--- src/rtl/serial_cmp_seq_pkg.sv ---
// cmp_pkg: shared types and constants for the bit-serial comparator sequencer.
//   cmp_state_t       : sequencer states IDLE / RUN / DONE
//   CMP_EQ/GT/LT/OFF  : result codes packed as {eq, gt, lt}
//   CMP_DEFAULT_WIDTH : default operand width
package cmp_pkg;

  typedef enum logic [1:0] {
    IDLE = 2'd0,
    RUN  = 2'd1,
    DONE = 2'd2
  } cmp_state_t;

  localparam logic [2:0] CMP_EQ  = 3'b100;
  localparam logic [2:0] CMP_GT  = 3'b010;
  localparam logic [2:0] CMP_LT  = 3'b001;
  localparam logic [2:0] CMP_OFF = 3'b000;

  localparam int CMP_DEFAULT_WIDTH = 4;

endpackage

--- src/rtl/serial_cmp_seq_if.sv ---
// serial_cmp_seq_if: operand/result handshake bundle of the serial comparator.
//   in_valid/in_ready/a/b/en : operand channel (master -> slave)
//   out_valid/out_ready      : result channel (slave -> master)
//   eq/gt/lt                 : result flags, valid while out_valid
//   busy                     : sequencer is walking bits
// Modports: master = producer/consumer side, slave = comparator side.
interface serial_cmp_seq_if
  import cmp_pkg::*;
#(
  parameter int WIDTH = CMP_DEFAULT_WIDTH
);
  logic             in_valid;
  logic             in_ready;
  logic [WIDTH-1:0] a;
  logic [WIDTH-1:0] b;
  logic             en;
  logic             out_valid;
  logic             out_ready;
  logic             eq;
  logic             gt;
  logic             lt;
  logic             busy;

  modport master (
    output in_valid, a, b, en, out_ready,
    input  in_ready, out_valid, eq, gt, lt, busy
  );

  modport slave (
    input  in_valid, a, b, en, out_ready,
    output in_ready, out_valid, eq, gt, lt, busy
  );
endinterface

--- src/rtl/serial_cmp_seq_cmp_bit_cell.sv ---
// cmp_bit_cell: one stage of the cascaded equality comparator (combinational).
//   a_i, b_i : operand bits at the current position
//   e_i      : enable from the more significant stages (all equal so far)
//   eq_o     : enable passed on (bits equal and enabled)
//   mis_o    : this bit is the first mismatch seen while enabled
module cmp_bit_cell (
  input  logic a_i,
  input  logic b_i,
  input  logic e_i,
  output logic eq_o,
  output logic mis_o
);
  assign eq_o  = e_i & ~(a_i ^ b_i);
  assign mis_o = e_i &  (a_i ^ b_i);
endmodule

--- src/rtl/serial_cmp_seq.sv ---
// serial_cmp_seq: bit-serial unsigned magnitude/equality comparator.
// Accepts {a, b, en} in IDLE, walks the bits MSB-first one per clock through
// a single cmp_bit_cell, then holds {eq, gt, lt} in DONE until taken.
// Ports:
//   clk   : rising-edge clock
//   rst_n : asynchronous active-low reset
//   bus   : serial_cmp_seq_if.slave (operand and result handshakes, busy)
// Build option: SERIAL_CMP_EARLY_EXIT_EN leaves RUN as soon as the outcome is
// settled (first mismatch, or en=0); results are identical either way.
module serial_cmp_seq
  import cmp_pkg::*;
#(
  parameter int WIDTH = CMP_DEFAULT_WIDTH
) (
  input  logic               clk,
  input  logic               rst_n,
  serial_cmp_seq_if.slave    bus
);
  localparam int IDX_W = $clog2(WIDTH);

  cmp_state_t       state_reg, state_next;
  logic [WIDTH-1:0] a_reg, a_next;
  logic [WIDTH-1:0] b_reg, b_next;
  logic [IDX_W-1:0] idx_reg, idx_next;
  logic             chain_reg, chain_next;
  logic             gt_reg, gt_next;
  logic             lt_reg, lt_next;
  // Set once the last needed bit has been processed; RUN exits on the
  // following edge, which gives the DONE-entry cycle of the latency budget.
  logic             fin_reg, fin_next;

  logic a_bit, b_bit, cell_eq, cell_mis;

  assign a_bit = a_reg[idx_reg];
  assign b_bit = b_reg[idx_reg];

  cmp_bit_cell u_cell (
    .a_i   (a_bit),
    .b_i   (b_bit),
    .e_i   (chain_reg),
    .eq_o  (cell_eq),
    .mis_o (cell_mis)
  );

  always_ff @(posedge clk or negedge rst_n) begin
    if (!rst_n) begin
      state_reg <= IDLE;
      a_reg     <= '0;
      b_reg     <= '0;
      idx_reg   <= '0;
      chain_reg <= 1'b0;
      gt_reg    <= 1'b0;
      lt_reg    <= 1'b0;
      fin_reg   <= 1'b0;
    end else begin
      state_reg <= state_next;
      a_reg     <= a_next;
      b_reg     <= b_next;
      idx_reg   <= idx_next;
      chain_reg <= chain_next;
      gt_reg    <= gt_next;
      lt_reg    <= lt_next;
      fin_reg   <= fin_next;
    end
  end

  always_comb begin
    state_next = state_reg;
    a_next     = a_reg;
    b_next     = b_reg;
    idx_next   = idx_reg;
    chain_next = chain_reg;
    gt_next    = gt_reg;
    lt_next    = lt_reg;
    fin_next   = fin_reg;
    case (state_reg)
      IDLE: begin
        if (bus.in_valid) begin
          a_next     = bus.a;
          b_next     = bus.b;
          chain_next = bus.en;
          idx_next   = IDX_W'(WIDTH - 1);
          gt_next    = 1'b0;
          lt_next    = 1'b0;
          fin_next   = 1'b0;
          state_next = RUN;
        end
      end
      RUN: begin
        if (fin_reg) begin
          state_next = DONE;
        end else begin
          chain_next = cell_eq;
          if (cell_mis) begin
            gt_next = a_bit;
            lt_next = b_bit;
          end
          // idx parks at 0 rather than wrapping.
          if (idx_reg == '0) fin_next = 1'b1;
          else               idx_next = idx_reg - 1'b1;
`ifdef SERIAL_CMP_EARLY_EXIT_EN
          if (!chain_reg || cell_mis) fin_next = 1'b1;
`endif
        end
      end
      DONE: begin
        if (bus.out_ready) state_next = IDLE;
      end
      default: state_next = IDLE;
    endcase
  end

  // Everything below decodes registered state only.
  assign bus.in_ready  = (state_reg == IDLE);
  assign bus.busy      = (state_reg == RUN);
  assign bus.out_valid = (state_reg == DONE);
  assign {bus.eq, bus.gt, bus.lt} = (state_reg == DONE) ? {chain_reg, gt_reg, lt_reg}
                                                        : CMP_OFF;
endmodule
--- src/flat_wrapper.sv ---
// flat-port wrapper written by rule: the top's interface ports become plain ports
module serial_cmp_seq_flat import cmp_pkg::*;
#(
  parameter int WIDTH = CMP_DEFAULT_WIDTH
)
  (clk, rst_n, bus_in_valid, bus_a, bus_b, bus_en, bus_out_ready, bus_in_ready, bus_out_valid, bus_eq, bus_gt, bus_lt, bus_busy);
  serial_cmp_seq_if #(.WIDTH(WIDTH)) bus_i ();
  input  logic clk;
  input  logic rst_n;
  input wire logic [$bits(bus_i.in_valid)-1:0] bus_in_valid;
  input wire logic [$bits(bus_i.a)-1:0] bus_a;
  input wire logic [$bits(bus_i.b)-1:0] bus_b;
  input wire logic [$bits(bus_i.en)-1:0] bus_en;
  input wire logic [$bits(bus_i.out_ready)-1:0] bus_out_ready;
  output wire logic [$bits(bus_i.in_ready)-1:0] bus_in_ready;
  output wire logic [$bits(bus_i.out_valid)-1:0] bus_out_valid;
  output wire logic [$bits(bus_i.eq)-1:0] bus_eq;
  output wire logic [$bits(bus_i.gt)-1:0] bus_gt;
  output wire logic [$bits(bus_i.lt)-1:0] bus_lt;
  output wire logic [$bits(bus_i.busy)-1:0] bus_busy;
  assign bus_i.in_valid = bus_in_valid;
  assign bus_i.a = bus_a;
  assign bus_i.b = bus_b;
  assign bus_i.en = bus_en;
  assign bus_i.out_ready = bus_out_ready;
  assign bus_in_ready = bus_i.in_ready;
  assign bus_out_valid = bus_i.out_valid;
  assign bus_eq = bus_i.eq;
  assign bus_gt = bus_i.gt;
  assign bus_lt = bus_i.lt;
  assign bus_busy = bus_i.busy;
  serial_cmp_seq #(.WIDTH(WIDTH)) u_core (.clk(clk), .rst_n(rst_n), .bus(bus_i));
endmodule
--- config.mk ---
export PLATFORM = sky130hd
export DESIGN_NAME = serial_cmp_seq_flat
export DESIGN_NICKNAME = d
export VERILOG_FILES = /design/src/rtl/serial_cmp_seq_pkg.sv /design/src/rtl/serial_cmp_seq_if.sv /design/src/rtl/serial_cmp_seq_cmp_bit_cell.sv /design/src/rtl/serial_cmp_seq.sv /design/src/flat_wrapper.sv
export SDC_FILE = /design/constraint.sdc
export NUM_CORES = 1
export LEC_CHECK = 0
export CELL_PAD_IN_SITES_DETAIL_PLACEMENT = 0
export CELL_PAD_IN_SITES_GLOBAL_PLACEMENT = 1
export CORE_MARGIN = 2
export CORE_UTILIZATION = 25
export CTS_CLUSTER_SIZE = 28
export DETAILED_ROUTE_END_ITERATION = 10
export PLACE_DENSITY_LB_ADDON = 0.1
export SKIP_CTS_REPAIR_TIMING = 1
export SYNTH_ARGS = -nofsm -noshare
export SYNTH_HDL_FRONTEND = slang
export SYNTH_HIERARCHICAL = 1
export SYNTH_SLANG_ARGS = --single-unit
export TNS_END_PERCENT = 1
--- constraint.sdc ---
create_clock -name clk -period 1.6 [get_ports clk]
set_input_delay 0.24 -clock clk [delete_from_list [all_inputs] [get_ports clk]]
set_output_delay 0.24 -clock clk [all_outputs]
set_load 0.005 [all_outputs]
==> results.md, run 1 <==
- Hold crit path type: in -> async
- Vias: between 500 and 600
- Bufs on Longest Clock Path: 2
- Rows: 20
- Final ANT Viol Nets: 0
- DP Cell Count: around 130
- P per Cell Area: around 1800 nW/um2
- Buf/Inv on CP: 0
- CTS HTree Levels: 1
- Drt pass-1 iters: 2
- Max_cap viols: 0
- Crit-path cells: mux4_2 > xor2_1 > and2_1 > and2_1 > o21ai_1
- Met2 Use GR: 0.179
- Die outline area: 3600 um2
- Wire length of the first global-routing pass: 2.65 mm
- Setup TNS Final: -87.9 ps
- IO Port Bufs: 18
- Setup violators final: 2
- Post-synthesis instance total: 64
- WL final: between 1.5 and 2 mm
- Peak VDD IR: ~680 uV
- Synth Flop Type: dfrtp_1
- Share of the yosys chip area belonging to registers: 0.510
- Most frequent cells after synthesis: dfrtp_1, mux2_2, and2_1, inv_1, nor2_1
- Die X: between 60 and 70 um
- Chip Height: 60.0 um
- Post-synth top area cell: dfrtp_1
- Core area: 3030 um2
- Syn_nets: 78
- Worst Path Required: 1770 ps
- Number of synthesized flops with an enable pin: 0
- CTS clk-pin slew, worst paths: 80 ps
- Final WS setup: -45.6 ps
- Area used by multi-input combinational logic: 373 um2
- Final period utilization: 1.03
- Ys Warns: 6
- Synth area leaders: dfrtp_1, mux2_2, mux4_2
- Hold Violations, Final: 0
- Netlist Area Pre-Place: just under 800 um2
- M3 GR Usage: 0.0216
- Latest clock arrival within the worst-skew pair: around 280 ps
- RSZ-0062 raised after global routing: yes
- Async set or reset register ratio after synthesis: 1.00
- Library cells used by synthesis: 21
- Min cycle time layout: about 1600 ps
- Detailed Route Iter0 Violations: 7
- Fillers: 314
- CTS tree: built
- Detail Placement HPWL: roughly 1.2 mm
- CP startpoint kind: flip-flop
- Critical Path AT: 1820 ps
- Critical-path top delay cell: mux4_2
- Antenna violations before repair: 0
- Starting Density: 0.259
- Fin. max-slew vios: 0
- Number of global-route vias before repair: 603
- GRT Max-Usage Layer: met2
- Area growth, synth to finish: 45.5%
- Most common cell on crit path: and2_1
- Post-layout util: 0.377
- CTS Buf Count: 3
- CTS Sinks: 16
- Antenna cell count: 0
- Syn Area/Cell: about 12 um2
- Tightest Pin Transition: 294 ps
- Placer Congestion: 0.660
- Dpl cell area: roughly 1100 um2
- Final Non-Filler Cells: 136
- Nets@finish: 108
- DR DRC count: 0
- Drt via density: 4.24
- Critical path type: reg -> reg
- Critical path's top delay family: multiplexers
- Clk Tree Root Cell: clkbuf_4
- Clock Skews: 1.53 ps
- Status: finished with violations
- Largest net degree at the start of global routing: 17
- Grt total ovfl: 0
- Wirelength per Cell: 11.2 um
- Fraction of layout cells with a size suffix above 1: 0.304
- Relative slew slack: 0.803
- Most common cell in the netlist: dfrtp_1
- Register bit total from synthesis: 16
- Leakage: between 0.5 and 0.6 nW
- Synth top area share: 0.510
- Failing checks: setup timing
- IO Count: 19
- CP peak stage delay: roughly 540 ps
- Area of all placed cells without fillers: 1140 um2
- GRT Resource Usage Total: 0.104
- Total power: 2.04 mW
- Maximum clock frequency: around 610 MHz
- Worst-path fanout max: 3
- Storage cell area: around 400 um2
- Met1 Resource Use GR: 0.111
- Critical Path End Type: flip-flop
report_power, final:
group / total [mW] / switching [mW] / internal, mW
clock: 0.204 / 0.116 / 0.0873
sequential: 0.730 / 0.133 / 0.597
combinational: 1.10 / 0.441 / 0.662
total: 2.04 / 0.690 / 1.35
worst paths after layout:
check                           cells past startpoint  slack [ps]                  end         startpoint
max in group asynchronous                           2        1140    u_core/idx_reg[0]              rst_n
worst min-delay path                                2         280  u_core/state_reg[1]              rst_n
worst max register to register                      5         -50        u_core/lt_reg  u_core/idx_reg[0]
worst max-delay path                                5         -50        u_core/lt_reg  u_core/idx_reg[0]
min in group clk                                    1         510      u_core/b_reg[0]    u_core/b_reg[0]
worst min register to register                      1         510      u_core/b_reg[0]    u_core/b_reg[0]
cells in the final DEF (no fill, tap or decap), drive strengths merged:
master	instances
buf	8
dlymetal6s2s	6
nor4b	1
or2	1
mux2	8
inv	5
o21ai	3
nor2	4
clkbuf	3
a221oi	1
nand3	2
nand2	1
ha	1
and2	5
nand2b	2
mux4	2
clkdlybuf4s50	12
nor3b	2
nor3	3
a21oi	3
dfrtp	16
nor2b	2
xor2	1
metal layers:
layer,wire length (um),vias to the layer above
li1,-,281
met1,661,273
met2,728,18
met3,94,4
met4,33,0
met5,0,-
worst register-to-register path, cell delays in order (launching register included):
cell and delay, ps:
dfrtp_1 410, mux4_2 540, xor2_1 200, and2_1 180
and2_1 150, o21ai_1 70
layout make-up:
class	instances	area share
clock buffer	3	0.0197
sequential	16	0.351
timing repair buffer	26	0.238
inverter	5	0.0164
multi-input combinational	42	0.327
tap	44	0.0482
logic make-up after synthesis:
family,after synthesis,share of synthesized area
AO/OA/AOI/OAI,7,0.0574
flip-flops,16,0.510
multiplexers,10,0.172
buffers and inverters,6,0.0383
XOR/XNOR,1,0.0112
adder cells (fa/ha/maj),1,0.0159
AND/OR/NAND/NOR,23,0.195
per-stage QoR:
stage | hold WS [ps] | setup WS [ps]
3_5_place_dp | 500 | -66.3
5_1_grt | 300 | -171
3_3_place_gp | 497 | -4.36
2_1_floorplan | -55.6 | -0.959
4_1_cts | 267 | -212
6_report | 277 | -45.6
No activity file was read; power rests on OpenSTA's default activity.
==> run 2, diff against run 1 <==
--- a/config.mk
+++ b/config.mk
@@ -11,7 +11,7 @@
 export CORE_UTILIZATION = 25
 export CTS_CLUSTER_SIZE = 28
 export DETAILED_ROUTE_END_ITERATION = 10
-export PLACE_DENSITY_LB_ADDON = 0.1
+export PLACE_DENSITY = 0.63
 export SKIP_CTS_REPAIR_TIMING = 1
 export SYNTH_ARGS = -nofsm -noshare
 export SYNTH_HDL_FRONTEND = slang
==> constraint.sdc (replaced) <==
create_clock -name clk -period 1.4 [get_ports clk]
set_input_delay 0.21 -clock clk [delete_from_list [all_inputs] [get_ports clk]]
set_output_delay 0.21 -clock clk [all_outputs]
set_load 0.005 [all_outputs]
==> run 2 against run 1 <==
Largest power group unchanged. Critical path type unchanged. Non-clock buffer count increased by 3. The flow still finishes with violations (setup timing). Clock power increased by 13%. Largest cell class unchanged. Sequential share of layout area decreased by 1.3 points.
==> results.md, run 2 (same netlist as run 1, synthesis figures left out) <==
- Area growth, synth to finish: 51.2%
- Hold crit path type: in -> async
- Nets@finish: approximately 110
- Chip Height: 60.0 um
- Grt total ovfl: 0
- Largest net degree at the start of global routing: 17
- IO Count: 19
- Clock Skews: 1.98 ps
- Worst-path fanout max: 3
- CP startpoint kind: flip-flop
- Detail Placement HPWL: 1.15 mm
- Placer Congestion: 0.703
- Rows: 20
- CTS Buf Count: 3
- CTS Sinks: 16
- Leakage: 0.604 nW
- Die outline area: 3600 um2
- Tightest Pin Transition: approximately 390 ps
- Starting Density: 0.259
- GRT Max-Usage Layer: met2
- Maximum clock frequency: between 600 and 700 MHz
- Critical Path AT: 1780 ps
- Core area: 3030 um2
- Most frequent cells in the layout: dfrtp_1, clkdlybuf4s50_1, buf_4
- Relative slew slack: 0.741
- Latest clock arrival within the worst-skew pair: about 270 ps
- Area of all placed cells without fillers: approximately 1200 um2
- Antenna violations before repair: 0
- Failing checks: setup timing
- GRT Resource Usage Total: 0.0996
- Drt via density: 4.09
- Final period utilization: 1.15
- Met2 Use GR: 0.163
- Status: finished with violations
- Setup violators final: 4
- CTS HTree Levels: 1
- P per Cell Area: 2110 nW/um2
- Commonest non-fill, non-tap cell in the layout: dfrtp_1
- WL final: 1.56 mm
- CTS clk-pin slew, worst paths: 90 ps
- IO Port Bufs: 18
- Setup TNS Final: -616 ps
- Critical path type: reg -> reg
- Drt pass-1 iters: 4
- Clk Tree Root Cell: clkbuf_4
- RSZ-0062 raised after global routing: yes
- Die X: 60.0 um
- Dpl cell area: between 1000 and 1500 um2
- Detailed Route Iter0 Violations: 7
- Min cycle time layout: 1610 ps
- Hold Violations, Final: 0
- Max_cap viols: 0
- Fraction of layout cells with a size suffix above 1: 0.347
- Vias: 569
- Met1 Resource Use GR: 0.120
- DR DRC count: 0
- Number of global-route vias before repair: around 580
- Final ANT Viol Nets: 0
- Wirelength per Cell: 11.2 um
- Antenna cell count: 0
- Worst Path Required: 1570 ps
- Critical Path End Type: flip-flop
- M3 GR Usage: 0.0411
- Peak VDD IR: 876 uV
- Setup slack at placement: -219 ps
- Fin. max-slew vios: 0
- Wire length of the first global-routing pass: between 2 and 3 mm
- Final WS setup: -213 ps
- Bufs on Longest Clock Path: 2
- CTS tree: built
==> run 2: cell type report <==
cell class	instances	area (um2)
fillers	311	1840
flip-flops and latches	16	400
inverters	5	18.8
well taps	44	55.1
clock buffers	3	22.5
multi-input cells	42	395
repair buffers	29	294
==> run 2: report_power, final <==
group / internal (mW) / switching, mW / leakage (nW)
clock network: 0.0996 / 0.131 / 0.0138
registers: 0.683 / 0.162 / 0.192
logic: 0.900 / 0.526 / 0.398
==> run 2: critical path, cell delays in order (launching register included) <==
cell,delay [ps]
dfrtp_1,410
mux4_2,540
xor2_1,200
and2_4,170
and2_4,130
o21ai_1,50
==> run 2: through the flow <==
step                 util  power (mW)  cells  hold slack, ps
finish              0.392        2.50    139             251
global route        0.392        2.73    139             260
CTS                 0.372        2.38    139             253
detailed placement  0.364        2.14    136             514
global placement    0.364        2.11    136             501
floorplan               -        1.62     64           -85.6
==> run 2: final timing paths <==
kind / start / depth (start not counted) / slack [ps] / end
min reg2reg: u_core/a_reg[1] / 1 / 530 / u_core/a_reg[1]
max in group asynchronous: rst_n / 2 / 970 / u_core/a_reg[2]
min: rst_n / 2 / 250 / u_core/fin_reg
min in group clk: u_core/a_reg[1] / 1 / 530 / u_core/a_reg[1]
max: u_core/idx_reg[0] / 5 / -210 / u_core/gt_reg
max reg2reg: u_core/idx_reg[0] / 5 / -210 / u_core/gt_reg
==> run 2: routing by layer <==
layer / part of all wire / vias to the layer above / routed length (um)
met5: 0 / - / 0
met4: 0.011 / 0 / 17
met3: 0.070 / 2 / 110
met2: 0.45 / 17 / 703
met1: 0.47 / 264 / 729
li1: - / 286 / -
==> run 3, diff against run 2 <==
--- a/config.mk
+++ b/config.mk
@@ -9,12 +9,12 @@
 export CELL_PAD_IN_SITES_GLOBAL_PLACEMENT = 1
 export CORE_MARGIN = 2
 export CORE_UTILIZATION = 25
-export CTS_CLUSTER_SIZE = 28
+export CTS_CLUSTER_SIZE = 30
 export DETAILED_ROUTE_END_ITERATION = 10
-export PLACE_DENSITY = 0.63
+export GPL_TIMING_DRIVEN = 0
+export PLACE_DENSITY = 0.64
 export SKIP_CTS_REPAIR_TIMING = 1
 export SYNTH_ARGS = -nofsm -noshare
 export SYNTH_HDL_FRONTEND = slang
-export SYNTH_HIERARCHICAL = 1
 export SYNTH_SLANG_ARGS = --single-unit
 export TNS_END_PERCENT = 1
==> run 3 against run 2 <==
Maximum frequency down 3.7%. Non-clock buffer count decreased by 5. Power is 3.0% lower. Register-to-register slack lost 60 ps. Largest cell class is now multi-input combinational cells. Via count rose by 19%. The run still ends with setup timing left. Count of clock-buffer cells in the layout up 1. Clock skew rose by 4.6 ps. Worst hold slack gained 110 ps. Clock power increased by 31%. Highest routed layer unchanged. Utilization down 3.1 points.
==> results.md, run 3 <==
- RSZ-0062 raised after global routing: yes
- GRT Resource Usage Total: 0.0936
- P per Cell Area: 2010 nW/um2
- Synth area leaders: dfrtp_1, nand2_1, mux4_2
- Register bit total from synthesis: 16
- Post-synth top area cell: dfrtp_1
- Max_cap viols: 0
- Worst-path fanout max: 6
- Dpl cell area: around 1100 um2
- Largest net degree at the start of global routing: 17
- Latest clock arrival within the worst-skew pair: approximately 280 ps
- Synth Area in Simple Gates: 0.276
- Status: finished with violations
- Drt pass-1 iters: 3
- Wire length of the first global-routing pass: 2.90 mm
- IO Port Bufs: 18
- Fin. max-slew vios: 0
- Most common cell in the netlist: nand2_1
- CTS HTree Levels: 1
- IO Count: 19
- Final Non-Filler Cells: 163
- Wirelength per Cell: 10.9 um
- CTS tree: built
- Ys Warns: 0
- Die outline area: 3970 um2
- Synth Area in Compound Gates: 0.0733
- Vias: roughly 680
- Adder-cell share of the synthesized area: 0.0144
- Grt total ovfl: 0
- WL final: 1.78 mm
- Nets@finish: 132
- Setup violators final: 10
- Area growth, synth to finish: 38.2%
- FF-to-FF Start: u_core.idx_reg[0]
- Net Sw Frac: 0.367
- Failing checks: setup timing
- CP startpoint kind: flip-flop
- CTS Buf Count: 3
- DR DRC count: 0
- Library cells used by synthesis: 28
- Synth Flop Type: dfrtp_1
- Peak VDD IR: 667 uV
- Min cycle time layout: between 1500 and 2000 ps
- P_sw: 890 uW
- Fraction of layout cells with a size suffix above 1: 0.222
- Detail Placement HPWL: 1.28 mm
- Post-synthesis mux area share: 0.0876
- Tightest Pin Transition: 738 ps
- Number of synthesized flops with an enable pin: 0
- Hold crit path type: in -> async
- Antenna cell count: 0
- Int Pwr: 1.54 mW
- Worst Path Required: 1580 ps
- Most frequent cells after synthesis: nand2_1, dfrtp_1, a21oi_1, inv_1, xor2_1
- CTS Sinks: 16
- DP Cell Count: 158
- Syn Area/Cell: 9.26 um2
- Number of global-route vias before repair: 635
- Final WS setup: -274 ps
- Sequential share of power: 0.360
- Critical Path AT: 1850 ps
- Share of the yosys chip area belonging to registers: 0.460
- Relative slew slack: 0.506
- Commonest non-fill, non-tap cell in the layout: nand2_1
- Hold Violations, Final: 0
- Maximum clock frequency: 597 MHz
- Final ANT Viol Nets: 0
- Critical Path Start: u_core.idx_reg[0]
- Total power: between 2 and 2.5 mW
- Xor and xnor area share after synthesis: 0.0402
- Setup slack at placement: -438 ps
- Chip Height: 63.0 um
- Core area: roughly 3300 um2
- Die X: 63.0 um
- Critical Path End Type: flip-flop
- Most frequent cells in the layout: nand2_1, dfrtp_1, clkdlybuf4s50_1
- Crit-path cells: buf_6 > mux4_2 > or3_4 > nor2b_4 > a2bb2oi_2
- Largest family of logic cells by synthesized area: simple AND/OR/NAND/NOR gates
- Setup TNS Final: -1520 ps
- Clock Skews: 6.60 ps
- Combinational share of power: 0.516
- Post-synthesis instance total: 94
- Async set or reset register ratio after synthesis: 1.00
- Drt via density: ~4.2
- Antenna violations before repair: 0
- Clock group share of total power: 0.124
- Fillers: 368
- Critical path type: reg -> reg
- Critical-path top delay cell: mux4_2
- Final period utilization: 1.20
- Detailed Route Iter0 Violations: 15
- Clk Tree Root Cell: clkbuf_4
- Rows: 21
- Starting Density: 0.261
- Synth top area share: 0.460
- CTS clk-pin slew, worst paths: 100 ps
- Placer Congestion: 0.717
- Bufs on Longest Clock Path: 2
- Leakage: 0.600 nW
- CP peak stage delay: 510 ps
- Syn_nets: 108
- Worst reg2reg setup slack: -270 ps
- Area of all placed cells without fillers: 1200 um2
- Netlist Area Pre-Place: 871 um2
## run 3: final timing paths
path,endpoint,cells after the start
max,u_core.lt_reg,5
min,u_core.chain_reg,1
max reg2reg,u_core.lt_reg,5
min reg2reg,u_core.a_reg[1],2
max in group asynchronous,u_core.state_reg[1],1
min in group clk,u_core.b_reg[2],3
## run 3: cell families after synthesis
kind of cell    count (synthesis)
fa+ha+maj                       1
mux                             5
buf+inv                         9
compound gates                 10
xor+xnor                        4
flops                          16
simple gates                   49
## run 3: routing by layer
metal | routed length (um) | vias to the layer above | global-route usage
met5 | 0 | - | 0
met1 | 822 | 306 | 0.120
met3 | 101 | 2 | 0.0216
met2 | 842 | 17 | 0.149
met4 | 10 | 0 | 0.0417
li1 | - | 354 | -
## run 3: cell type report
type                       instances  area, um2  area share
multi-input combinational         69        460       0.383
sequential                        16        402       0.334
timing repair buffer              20        194       0.161
tap                               46       57.6      0.0478
buffer                             4       38.8      0.0322
clock buffer                       4       36.3      0.0301
inverter                           4       15.0      0.0125
## run 3: critical path: cells and delay by family, from the launching register on
family	cells	cell delay, ps
flops	1	350
simple gates	2	480
compound gates	1	120
buf+inv	1	120
mux	1	510
## run 3: metrics by stage
step                hold WS, ps   util
global placement            513  0.332
global route                416  0.361
detailed placement          508  0.332
finish                      356  0.361
floorplan                 -85.6      -
CTS                         382  0.343
## run 3: power groups by stage
stage | combinational [mW] | clock, mW | sequential [mW]
6_report | 1.25 | 0.301 | 0.873
3_5_place_dp | 1.14 | 0 | 0.851
2_1_floorplan | 0.854 | 0 | 0.805
3_3_place_gp | 1.12 | 0 | 0.848
5_1_grt | 1.41 | 0.339 | 0.908
4_1_cts | 1.15 | 0.318 | 0.839
